===== src/rtl/wb_arb_pkg.sv =====
// rtl/wb_arb_pkg.sv - shared state encoding and Wishbone cycle-type codes for wb_bram_arbiter
package wb_arb_pkg;

  typedef enum logic [1:0] {
    IDLE = 2'd0,
    OWN0 = 2'd1,
    OWN1 = 2'd2
  } arb_state_t;

  localparam logic [2:0] CTI_CLASSIC = 3'b000;
  localparam logic [2:0] CTI_CONST   = 3'b001;
  localparam logic [2:0] CTI_INCR    = 3'b010;
  localparam logic [2:0] CTI_END     = 3'b111;

endpackage


===== src/rtl/wshb_if.sv =====
// rtl/wshb_if.sv - Wishbone B4 bus bundle shared by masters, arbiter and wb_bram
interface wshb_if (
  input logic clk,
  input logic rst
);
  logic        cyc;
  logic        stb;
  logic        we;
  logic [31:0] adr;
  logic [31:0] dat_ms;
  logic [31:0] dat_sm;
  logic [3:0]  sel;
  logic [2:0]  cti;
  logic [1:0]  bte;
  logic        ack;
  logic        err;
  logic        rty;

  modport master (
    input  clk, rst,
    output cyc, stb, we, adr, dat_ms, sel, cti, bte,
    input  dat_sm, ack, err, rty
  );

  modport slave (
    input  clk, rst,
    input  cyc, stb, we, adr, dat_ms, sel, cti, bte,
    output dat_sm, ack, err, rty
  );
endinterface


===== src/rtl/wb_arb_mux.sv =====
// rtl/wb_arb_mux.sv - combinational request mux and response demux steered by the one-hot grant
module wb_arb_mux (
  input  logic [1:0]  i_grant,
  input  logic        i_timeout,
  input  logic        i_m0_cyc,
  input  logic        i_m0_stb,
  input  logic        i_m0_we,
  input  logic [31:0] i_m0_adr,
  input  logic [31:0] i_m0_dat,
  input  logic [3:0]  i_m0_sel,
  input  logic [2:0]  i_m0_cti,
  input  logic [1:0]  i_m0_bte,
  output logic        o_m0_ack,
  output logic        o_m0_err,
  output logic        o_m0_rty,
  output logic [31:0] o_m0_dat,
  input  logic        i_m1_cyc,
  input  logic        i_m1_stb,
  input  logic        i_m1_we,
  input  logic [31:0] i_m1_adr,
  input  logic [31:0] i_m1_dat,
  input  logic [3:0]  i_m1_sel,
  input  logic [2:0]  i_m1_cti,
  input  logic [1:0]  i_m1_bte,
  output logic        o_m1_ack,
  output logic        o_m1_err,
  output logic        o_m1_rty,
  output logic [31:0] o_m1_dat,
  output logic        o_s_cyc,
  output logic        o_s_stb,
  output logic        o_s_we,
  output logic [31:0] o_s_adr,
  output logic [31:0] o_s_dat,
  output logic [3:0]  o_s_sel,
  output logic [2:0]  o_s_cti,
  output logic [1:0]  o_s_bte,
  input  logic        i_s_ack,
  input  logic        i_s_err,
  input  logic        i_s_rty,
  input  logic [31:0] i_s_dat
);
  logic w_own0;
  logic w_own1;

  // Responses reach a master only while it owns the slave and still holds cyc.
  assign w_own0 = i_grant[0] & i_m0_cyc;
  assign w_own1 = i_grant[1] & i_m1_cyc;

  always_comb begin
    o_s_cyc = 1'b0;
    o_s_stb = 1'b0;
    o_s_we  = 1'b0;
    o_s_adr = '0;
    o_s_dat = '0;
    o_s_sel = '0;
    o_s_cti = '0;
    o_s_bte = '0;
    if (i_grant[0]) begin
      o_s_cyc = i_m0_cyc;
      o_s_stb = i_m0_stb;
      o_s_we  = i_m0_we;
      o_s_adr = i_m0_adr;
      o_s_dat = i_m0_dat;
      o_s_sel = i_m0_sel;
      o_s_cti = i_m0_cti;
      o_s_bte = i_m0_bte;
    end else if (i_grant[1]) begin
      o_s_cyc = i_m1_cyc;
      o_s_stb = i_m1_stb;
      o_s_we  = i_m1_we;
      o_s_adr = i_m1_adr;
      o_s_dat = i_m1_dat;
      o_s_sel = i_m1_sel;
      o_s_cti = i_m1_cti;
      o_s_bte = i_m1_bte;
    end
    if (i_timeout) begin
      o_s_cyc = 1'b0;
      o_s_stb = 1'b0;
    end
  end

  assign o_m0_ack = w_own0 & i_s_ack;
  assign o_m0_err = w_own0 & (i_s_err | i_timeout);
  assign o_m0_rty = w_own0 & i_s_rty;
  assign o_m0_dat = i_s_dat;
  assign o_m1_ack = w_own1 & i_s_ack;
  assign o_m1_err = w_own1 & (i_s_err | i_timeout);
  assign o_m1_rty = w_own1 & i_s_rty;
  assign o_m1_dat = i_s_dat;

endmodule


===== src/rtl/wb_bram_arbiter.sv =====
// rtl/wb_bram_arbiter.sv - round-robin two-master Wishbone arbiter in front of wb_bram
// Optional stall watchdog enabled by WB_ARB_TIMEOUT_EN.
module wb_bram_arbiter
  import wb_arb_pkg::*;
#(
  parameter int TIMEOUT_W = 8
) (
  input  logic       clk,
  input  logic       rst_n,
  wshb_if.slave      wb_m0,
  wshb_if.slave      wb_m1,
  wshb_if.master     wb_s,
  output logic [1:0] grant,
  output logic       busy
);
  arb_state_t r_state;
  logic       r_last_served;
  logic       w_timeout;
  logic       w_m0_ack;
  logic       w_m1_ack;

  assign grant = {r_state == OWN1, r_state == OWN0};
  assign busy  = (r_state != IDLE);
  assign wb_m0.ack = w_m0_ack;
  assign wb_m1.ack = w_m1_ack;

`ifdef WB_ARB_TIMEOUT_EN
  logic [TIMEOUT_W-1:0] r_wdog;
  logic                 w_owner_stb;
  logic                 w_owner_cyc;
  logic                 w_leave;

  assign w_owner_stb = (grant[0] & wb_m0.stb) | (grant[1] & wb_m1.stb);
  assign w_owner_cyc = (grant[0] & wb_m0.cyc) | (grant[1] & wb_m1.cyc);
  assign w_leave     = busy & ~w_owner_cyc;
  assign w_timeout   = &r_wdog;

  // Saturating at all-ones fires the timeout; it clears on the very next edge.
  always_ff @(posedge clk or negedge rst_n) begin
    if (!rst_n) begin
      r_wdog <= '0;
    end else if (w_timeout || w_leave || !w_owner_stb || w_m0_ack || w_m1_ack) begin
      r_wdog <= '0;
    end else begin
      r_wdog <= r_wdog + 1'b1;
    end
  end
`else
  logic w_unused_timeout_w;

  assign w_timeout          = 1'b0;
  assign w_unused_timeout_w = (TIMEOUT_W > 0);
`endif

  always_ff @(posedge clk or negedge rst_n) begin
    if (!rst_n) begin
      r_state       <= IDLE;
      r_last_served <= 1'b1;
    end else begin
      case (r_state)
        IDLE: begin
          if (wb_m0.cyc && (!wb_m1.cyc || r_last_served)) begin
            r_state <= OWN0;
          end else if (wb_m1.cyc) begin
            r_state <= OWN1;
          end
        end
        OWN0: begin
          if (w_timeout) begin
            r_state       <= IDLE;
            r_last_served <= 1'b0;
          end else if (!wb_m0.cyc) begin
            r_state       <= wb_m1.cyc ? OWN1 : IDLE;
            r_last_served <= 1'b0;
          end
        end
        OWN1: begin
          if (w_timeout) begin
            r_state       <= IDLE;
            r_last_served <= 1'b1;
          end else if (!wb_m1.cyc) begin
            r_state       <= wb_m0.cyc ? OWN0 : IDLE;
            r_last_served <= 1'b1;
          end
        end
        default: r_state <= IDLE;
      endcase
    end
  end

  wb_arb_mux u_mux (
    .i_grant   (grant),
    .i_timeout (w_timeout),
    .i_m0_cyc  (wb_m0.cyc),
    .i_m0_stb  (wb_m0.stb),
    .i_m0_we   (wb_m0.we),
    .i_m0_adr  (wb_m0.adr),
    .i_m0_dat  (wb_m0.dat_ms),
    .i_m0_sel  (wb_m0.sel),
    .i_m0_cti  (wb_m0.cti),
    .i_m0_bte  (wb_m0.bte),
    .o_m0_ack  (w_m0_ack),
    .o_m0_err  (wb_m0.err),
    .o_m0_rty  (wb_m0.rty),
    .o_m0_dat  (wb_m0.dat_sm),
    .i_m1_cyc  (wb_m1.cyc),
    .i_m1_stb  (wb_m1.stb),
    .i_m1_we   (wb_m1.we),
    .i_m1_adr  (wb_m1.adr),
    .i_m1_dat  (wb_m1.dat_ms),
    .i_m1_sel  (wb_m1.sel),
    .i_m1_cti  (wb_m1.cti),
    .i_m1_bte  (wb_m1.bte),
    .o_m1_ack  (w_m1_ack),
    .o_m1_err  (wb_m1.err),
    .o_m1_rty  (wb_m1.rty),
    .o_m1_dat  (wb_m1.dat_sm),
    .o_s_cyc   (wb_s.cyc),
    .o_s_stb   (wb_s.stb),
    .o_s_we    (wb_s.we),
    .o_s_adr   (wb_s.adr),
    .o_s_dat   (wb_s.dat_ms),
    .o_s_sel   (wb_s.sel),
    .o_s_cti   (wb_s.cti),
    .o_s_bte   (wb_s.bte),
    .i_s_ack   (wb_s.ack),
    .i_s_err   (wb_s.err),
    .i_s_rty   (wb_s.rty),
    .i_s_dat   (wb_s.dat_sm)
  );

endmodule


===== src/flat_wrapper.sv =====
// flat-port wrapper written by rule: the top's interface ports become plain ports
module wb_bram_arbiter_flat import wb_arb_pkg::*;
#(
  parameter int TIMEOUT_W = 8
)
  (clk, rst_n, grant, busy, rst, wb_m0_cyc, wb_m0_stb, wb_m0_we, wb_m0_adr, wb_m0_dat_ms, wb_m0_sel, wb_m0_cti, wb_m0_bte, wb_m0_dat_sm, wb_m0_ack, wb_m0_err, wb_m0_rty, wb_m1_cyc, wb_m1_stb, wb_m1_we, wb_m1_adr, wb_m1_dat_ms, wb_m1_sel, wb_m1_cti, wb_m1_bte, wb_m1_dat_sm, wb_m1_ack, wb_m1_err, wb_m1_rty, wb_s_cyc, wb_s_stb, wb_s_we, wb_s_adr, wb_s_dat_ms, wb_s_sel, wb_s_cti, wb_s_bte, wb_s_dat_sm, wb_s_ack, wb_s_err, wb_s_rty);
  wshb_if wb_m0_i (.clk(clk), .rst(rst));
  wshb_if wb_m1_i (.clk(clk), .rst(rst));
  wshb_if wb_s_i (.clk(clk), .rst(rst));
  input  logic clk;
  input  logic rst_n;
  output logic [1:0] grant;
  output logic busy;
  input wire logic rst;
  input wire logic [$bits(wb_m0_i.cyc)-1:0] wb_m0_cyc;
  input wire logic [$bits(wb_m0_i.stb)-1:0] wb_m0_stb;
  input wire logic [$bits(wb_m0_i.we)-1:0] wb_m0_we;
  input wire logic [$bits(wb_m0_i.adr)-1:0] wb_m0_adr;
  input wire logic [$bits(wb_m0_i.dat_ms)-1:0] wb_m0_dat_ms;
  input wire logic [$bits(wb_m0_i.sel)-1:0] wb_m0_sel;
  input wire logic [$bits(wb_m0_i.cti)-1:0] wb_m0_cti;
  input wire logic [$bits(wb_m0_i.bte)-1:0] wb_m0_bte;
  output wire logic [$bits(wb_m0_i.dat_sm)-1:0] wb_m0_dat_sm;
  output wire logic [$bits(wb_m0_i.ack)-1:0] wb_m0_ack;
  output wire logic [$bits(wb_m0_i.err)-1:0] wb_m0_err;
  output wire logic [$bits(wb_m0_i.rty)-1:0] wb_m0_rty;
  input wire logic [$bits(wb_m1_i.cyc)-1:0] wb_m1_cyc;
  input wire logic [$bits(wb_m1_i.stb)-1:0] wb_m1_stb;
  input wire logic [$bits(wb_m1_i.we)-1:0] wb_m1_we;
  input wire logic [$bits(wb_m1_i.adr)-1:0] wb_m1_adr;
  input wire logic [$bits(wb_m1_i.dat_ms)-1:0] wb_m1_dat_ms;
  input wire logic [$bits(wb_m1_i.sel)-1:0] wb_m1_sel;
  input wire logic [$bits(wb_m1_i.cti)-1:0] wb_m1_cti;
  input wire logic [$bits(wb_m1_i.bte)-1:0] wb_m1_bte;
  output wire logic [$bits(wb_m1_i.dat_sm)-1:0] wb_m1_dat_sm;
  output wire logic [$bits(wb_m1_i.ack)-1:0] wb_m1_ack;
  output wire logic [$bits(wb_m1_i.err)-1:0] wb_m1_err;
  output wire logic [$bits(wb_m1_i.rty)-1:0] wb_m1_rty;
  output wire logic [$bits(wb_s_i.cyc)-1:0] wb_s_cyc;
  output wire logic [$bits(wb_s_i.stb)-1:0] wb_s_stb;
  output wire logic [$bits(wb_s_i.we)-1:0] wb_s_we;
  output wire logic [$bits(wb_s_i.adr)-1:0] wb_s_adr;
  output wire logic [$bits(wb_s_i.dat_ms)-1:0] wb_s_dat_ms;
  output wire logic [$bits(wb_s_i.sel)-1:0] wb_s_sel;
  output wire logic [$bits(wb_s_i.cti)-1:0] wb_s_cti;
  output wire logic [$bits(wb_s_i.bte)-1:0] wb_s_bte;
  input wire logic [$bits(wb_s_i.dat_sm)-1:0] wb_s_dat_sm;
  input wire logic [$bits(wb_s_i.ack)-1:0] wb_s_ack;
  input wire logic [$bits(wb_s_i.err)-1:0] wb_s_err;
  input wire logic [$bits(wb_s_i.rty)-1:0] wb_s_rty;
  assign wb_m0_i.cyc = wb_m0_cyc;
  assign wb_m0_i.stb = wb_m0_stb;
  assign wb_m0_i.we = wb_m0_we;
  assign wb_m0_i.adr = wb_m0_adr;
  assign wb_m0_i.dat_ms = wb_m0_dat_ms;
  assign wb_m0_i.sel = wb_m0_sel;
  assign wb_m0_i.cti = wb_m0_cti;
  assign wb_m0_i.bte = wb_m0_bte;
  assign wb_m0_dat_sm = wb_m0_i.dat_sm;
  assign wb_m0_ack = wb_m0_i.ack;
  assign wb_m0_err = wb_m0_i.err;
  assign wb_m0_rty = wb_m0_i.rty;
  assign wb_m1_i.cyc = wb_m1_cyc;
  assign wb_m1_i.stb = wb_m1_stb;
  assign wb_m1_i.we = wb_m1_we;
  assign wb_m1_i.adr = wb_m1_adr;
  assign wb_m1_i.dat_ms = wb_m1_dat_ms;
  assign wb_m1_i.sel = wb_m1_sel;
  assign wb_m1_i.cti = wb_m1_cti;
  assign wb_m1_i.bte = wb_m1_bte;
  assign wb_m1_dat_sm = wb_m1_i.dat_sm;
  assign wb_m1_ack = wb_m1_i.ack;
  assign wb_m1_err = wb_m1_i.err;
  assign wb_m1_rty = wb_m1_i.rty;
  assign wb_s_cyc = wb_s_i.cyc;
  assign wb_s_stb = wb_s_i.stb;
  assign wb_s_we = wb_s_i.we;
  assign wb_s_adr = wb_s_i.adr;
  assign wb_s_dat_ms = wb_s_i.dat_ms;
  assign wb_s_sel = wb_s_i.sel;
  assign wb_s_cti = wb_s_i.cti;
  assign wb_s_bte = wb_s_i.bte;
  assign wb_s_i.dat_sm = wb_s_dat_sm;
  assign wb_s_i.ack = wb_s_ack;
  assign wb_s_i.err = wb_s_err;
  assign wb_s_i.rty = wb_s_rty;
  wb_bram_arbiter #(.TIMEOUT_W(TIMEOUT_W)) u_core (.clk(clk), .rst_n(rst_n), .wb_m0(wb_m0_i), .wb_m1(wb_m1_i), .wb_s(wb_s_i), .grant(grant), .busy(busy));
endmodule

===== config.mk =====
export PLATFORM = sky130hd
export DESIGN_NAME = wb_bram_arbiter_flat
export DESIGN_NICKNAME = d
export VERILOG_FILES = /design/src/rtl/wb_arb_pkg.sv /design/src/rtl/wshb_if.sv /design/src/rtl/wb_arb_mux.sv /design/src/rtl/wb_bram_arbiter.sv /design/src/flat_wrapper.sv
export SDC_FILE = /design/constraint.sdc
export NUM_CORES = 1
export LEC_CHECK = 0
export CORE_AREA = 2 2 132 134
export CTS_CLUSTER_SIZE = 25
export DETAILED_ROUTE_END_ITERATION = 16
export DIE_AREA = 0 0 134 136
export HOLD_SLACK_MARGIN = 0.12
export PLACE_DENSITY = 0.46
export SLEW_MARGIN = 20
export SYNTH_ARGS = -nofsm -noshare
export SYNTH_HDL_FRONTEND = slang
export SYNTH_SLANG_ARGS = --single-unit

===== constraint.sdc =====
create_clock -name clk -period 3.9 [get_ports clk]
set_clock_uncertainty 0.1 [all_clocks]
set_input_delay 0.78 -clock clk [delete_from_list [all_inputs] [get_ports clk]]
set_output_delay 0.78 -clock clk [all_outputs]
set_load 0.05 [all_outputs]

==> results of run 1 <==
-- power by group through the flow --
stage / combinational, mW / clock [mW] / sequential, mW
after floorplan: 0.959 / 0 / 0.0470
after global placement: 1.21 / 0 / 0.0509
after detailed placement: 1.22 / 0 / 0.0513
after CTS: 1.22 / 0.167 / 0.0511
after global routing: 1.26 / 0.169 / 0.0526
final: 1.21 / 0.164 / 0.0518
-- path summary, 6_finish.rpt --
kind                                      startpoint                   end  slack, ns
worst max-delay path                       wb_m0_cyc             wb_m0_err       0.65
worst min-delay path            u_core.r_last_served  u_core.r_last_served       0.42
worst max register to register  u_core.r_last_served     u_core.r_state[1]       2.81
worst min register to register  u_core.r_last_served  u_core.r_last_served       0.42
max in group asynchronous                      rst_n  u_core.r_last_served       2.85
min in group asynchronous                      rst_n     u_core.r_state[1]       0.63
-- stage by stage --
| stage | utilization | instance area [sq um] | worst slack (ns) |
|---|---|---|---|
| after global routing | 0.219 | 3690 | 0.599 |
| final | 0.219 | 3690 | 0.653 |
| after detailed placement | 0.214 | 3610 | 0.653 |
| after floorplan | - | 1530 | 1.64 |
| after global placement | 0.214 | 3610 | 0.649 |
| after CTS | 0.219 | 3690 | 0.653 |
-- registers in the layout, summed over array words and instances, names as in the netlist --
signal	flops
u_core.r_state	2
u_core.r_last_served	1
-- layout by cell type, fill, tap and decap left out, drive strengths merged --
cell type      synthesis  final
a21oi                  1      1
a22o                  76     76
and2                   1      1
and3                   6      6
buf                   82      6
clkbuf                 0      4
clkdlybuf4s50          0    239
dfrtp                  2      2
dfstp                  1      1
inv                    1      1
nor2                   2      2
nor2b                  3      3
o21ai                  2      2
o22a                   1      1
o22ai                  1      1
or2                    1      1
-- kinds of logic after synthesis --
logic type,share of synthesized area
simple gates,0.0500
buf+inv,0.445
compound gates,0.455
flops,0.0500
-- critical path: stages --
cell,delay [ns]
clkdlybuf4s50_1,0.57
and3_1,0.18
clkdlybuf4s50_1,0.83
-- cell type report --
class	count	area, sq um	area share
multi-input combinational	94	787	0.213
clock buffer	4	78.8	0.0214
timing repair buffer	245	2460	0.667
sequential	3	76.3	0.0207
tap	225	282	0.0763
inverter	1	3.75	0.00102
-- layer usage --
metal | part of all wire | vias to the layer above | track usage | wire length [microns]
met5 | 0 | - | 0 | 0
met4 | 0.032 | 0 | 0.0301 | 247
met3 | 0.097 | 27 | 0.0194 | 760
met2 | 0.54 | 142 | 0.150 | 4250
met1 | 0.33 | 926 | 0.0664 | 2550
li1 | - | 957 | - | -
==> flow_summary.toml, run 1 <==
[routing]
routed_wl_microns = 7810
vias = 2052
drt_iter0_drc = 69
drc = 0
routedWlPerCell_microns = 13.7
ant_nets = 0
vias_per_cell = 3.59
firstDrtPassIters = 4

[timing]
hold_ws_ns = 0.423
slew_headroom = 0.634
finalHoldViolCount = 0
rsz0062_at_grt = "no"
finalSetupViolCount = 0
fmax_mhz = 308
min_period_ns = 3.25
drv_slew = 0
period_share = 0.833
tns_ns = 0
tightest_slew_ns = 0.548

[clock_tree]
clock-sinks = 3
insertion_delay_ns = 0.22
cts-resized-gates = 0
root_buffer = "clkbuf_16"
cts_hold_buf = 0
clockBufferDepth = 2
post_cts_buffers = 0
h-tree-depth = 1
cts_buffers = 3
clkTransAtPathRegs_ns = 0.03
cts_tree = "built"

[worst_setup_path]
cp-end-kind = "primary output"
crit_type = "in -> out"
path_max_fanout = 7
reg2regPathDepth = 3
worstPathArrival_ns = 2.37
start_kind = "primary input"
critPathRequiredTime_ns = 3.02

[yosys]
netlist_top_cells_area = "a22o_1 44%, buf_4 32%, buf_6 12%"
synthMostInstantiatedCell = "a22o_1"
synth_seq_area_share = 0.0500
ys_ff_latch = 3
synth_ff_type = "dfrtp_1"
synthCells = 180
synth_common_cells = "76 x a22o_1, 66 x buf_4, 16 x buf_6, 6 x and3_1, 3 x nor2b_1"
synth_top_area_share = 0.436
async_flop_share = 1.00
syn-cell-area_sq_um = 1530
synth_edf_count = 0
postSynthAreaPerCell_sq_um = 8.49
yosysTopAreaCell = "a22o_1"
yosysWarnings = 0
synth.distinct_cells = 15
synth_fp_nets = 370

[min_path]
whs_path_depth = 2
hold_path_class = "reg -> reg"

[placed_design]
gp_congestion = 0.795
dp_hpwl_microns = 6550
port_buffers = 241
dp_cells = 568

[power_and_ir_drop]
intPower_mw = 0.666
ir_drop_uv = 311
pwr-share-comb = 0.849
switching_share = 0.534
p_leak_nw = 1.37
power.density_nw_per_um2 = 387
netSwitchingPower_mw = 0.762
finalPower_mw = 1.43
p_clk_frac = 0.115
seqPwrFrac = 0.036

[grt]
grt_pass1_vias = 2048
antenna_found_initial = 0
grt_pass1_wl_microns = 10800
grt_max_degree = 58
track_usage = 0.0727
gr-total-overflow = 0

[die]
die_height_microns = 136
die_w_microns = 134
rows = 48
core_area_sq_um = 16900
start_util = 0.0905
die_area_sq_um = 18200
num_io_pins = 339

[job]
maxCapViolCount = 0

[layout]
n_fill_cell = 1813
fin_nets = 538
n_antenna_cell = 0
drive_gt1_frac = 0.0375
stdcell_count = 572
syn_to_final_growth_pct = 142

[run_status]
status = "complete, no violations"
Power figures use the tool's default switching activity.
==> run 2: changes to the inputs <==
CORE_AREA = 2 2 131 133   (was 2 2 132 134)
DIE_AREA = 0 0 133 135   (was 0 0 134 136)
PLACE_DENSITY = 0.48   (was 0.46)
clock period = 2.8 ns   (was 3.9 ns; I/O delays follow)
==> run 2 against run 1 <==
  * Hold slack worse by 0.0032 ns
  * Via count increased by 0.78%
  * First-iteration DRC count decreased by 28%
  * Combinational power rose by 83%
  * Flip-flop and latch count is the same
  * Total power is 76% higher
  * Die area decreased by 1.5%
  * Critical path depth fell by 1
  * Register-to-register slack worse by 1.1 ns
  * Worst setup slack lost 0.22 ns
  * Sequential share of layout area fell by 0.38 points
  * Final cell count shrank 0.87%
  * Largest cell class unchanged
  * Largest power group unchanged
  * Highest routed layer is now met5
==> flow_summary.toml, run 2 (synthesis gave the netlist of run 1 again) <==
[worst_setup_path]
cp-end-kind = "primary output"
worst_path_max_delay_cell = "clkdlybuf4s50_1"
critPathRequiredTime_ns = 2.14
start_kind = "flop"
crit_chain = "or2_2 -> clkdlybuf4s50_1"
reg2regPathDepth = 3
crit_type = "reg -> out"
crit_buf_inv = 1
path_max_fanout = 7
max_stage_delay_ns = 0.70
cp.depth = 2
path_delay_family = "buffers and inverters"
worstPathArrival_ns = 1.71

[routing]
firstDrtPassIters = 4
drc = 0
routed_wl_microns = 9190
drt_iter0_drc = 50
ant_nets = 0
vias_per_cell = 3.65
vias = 2068
routedWlPerCell_microns = 16.2

[min_path]
hold_path_class = "in -> async"

[die]
die_w_microns = 133
rows = 47
num_io_pins = 339
core_area_sq_um = 16400
start_util = 0.0931
die_height_microns = 135
die_area_sq_um = 18000

[power_and_ir_drop]
power.density_nw_per_um2 = 557
ir_drop_uv = 357
seqPwrFrac = 0.029
switching_share = 0.471
p_leak_nw = 1.78
intPower_mw = 1.33
pwr-share-comb = 0.880
p_clk_frac = 0.091
netSwitchingPower_mw = 1.19

[grt]
antenna_found_initial = 1
grt_pass1_vias = 2315
gr-total-overflow = 0
track_usage = 0.0967
grt_pass1_wl_microns = 13800
grt_max_degree = 61

[clock_tree]
h-tree-depth = 1
clockBufferDepth = 2
cts_hold_buf = 0
clock-sinks = 3
cts_tree = "built"
post_cts_buffers = 0
root_buffer = "clkbuf_16"
clkTransAtPathRegs_ns = 0.03
cts_buffers = 3
cts-resized-gates = 0
insertion_delay_ns = 0.22

[timing]
finalSetupViolCount = 0
slew_headroom = 0.670
rsz0062_at_grt = "no"
finalHoldViolCount = 0
fmax_mhz = 422
drv_slew = 0
tightest_slew_ns = 0.494
period_share = 0.847
min_period_ns = 2.37
tns_ns = 0
hold_ws_ns = 0.420

[layout]
drive_gt1_frac = 0.274
layout_commonest_cell = "clkdlybuf4s50_1"
syn_to_final_growth_pct = 196
largest_reg_flops = 2
reg_top3 = "u_core.r_state (2), u_core.r_last_served (1)"
layout_common_cells = "157 x clkdlybuf4s50_1, 85 x buf_12, 76 x a22o_1"
n_antenna_cell = 0
top_register = "u_core.r_state"
fin_nets = 538
n_fill_cell = 1670

[placed_design]
gp_congestion = 0.825
dp_hpwl_microns = 7880
port_buffers = 241

[job]
maxCapViolCount = 0

[run_status]
status = "complete, no violations"
-- run 2: changes by cell type in the layout (fill, tap and decap cells not counted), sizes merged --
| cell | previous run | this run |
|---|---|---|
| buf | 6 | 88 |
| clkdlybuf4s50 | 239 | 157 |
-- run 2: stage by stage --
step | util | power (mW) | std cells | area [sq um] | setup slack, ns
6_report | 0.275 | 2.52 | 567 | 4520 | 0.429
5_1_grt | 0.275 | 2.61 | 567 | 4520 | 0.364
4_1_cts | 0.275 | 2.54 | 567 | 4520 | 0.425
3_5_place_dp | 0.270 | 2.30 | 563 | 4440 | 0.598
3_3_place_gp | 0.270 | 2.29 | 563 | 4440 | 0.605
2_1_floorplan | - | 1.40 | 180 | 1530 | 0.759
-- run 2: area by class of cell --
class / instances / area (sq um) / share of cell area
Clock buffer: 4 / 78.8 / 0.0175
Inverter: 1 / 3.75 / 0.000831
Sequential cell: 3 / 76.3 / 0.0169
Multi-Input combinational cell: 94 / 787 / 0.174
Timing Repair Buffer: 245 / 3300 / 0.730
Tap cell: 220 / 275 / 0.0609
-- run 2: worst paths after layout --
| path | to | from | slack, ns |
|---|---|---|---|
| setup / recovery | busy | u_core.r_state[0] | 0.43 |
| hold / removal | u_core.r_state[0] | rst_n | 0.42 |
| setup reg to reg | u_core.r_state[0] | u_core.r_state[0] | 1.67 |
| hold reg to reg | u_core.r_last_served | u_core.r_last_served | 0.43 |
| max in group asynchronous | u_core.r_last_served | rst_n | 1.96 |
| min in group clk | u_core.r_last_served | u_core.r_last_served | 0.43 |
-- run 2: per-layer routing --
layer / GRT usage / wire length, microns
met1: 0.0991 / 3070
met2: 0.190 / 4970
met3: 0.0293 / 987
met4: 0.0257 / 144
met5: 0 / 13
-- run 2: power by group through the flow --
stage / sequential [mW] / combinational [mW] / clock [mW]
global placement: 0.0699 / 2.22 / 0
CTS: 0.0714 / 2.24 / 0.233
global route: 0.0739 / 2.29 / 0.239
finish: 0.0718 / 2.22 / 0.229
detailed placement: 0.0717 / 2.23 / 0
floorplan: 0.0654 / 1.34 / 0
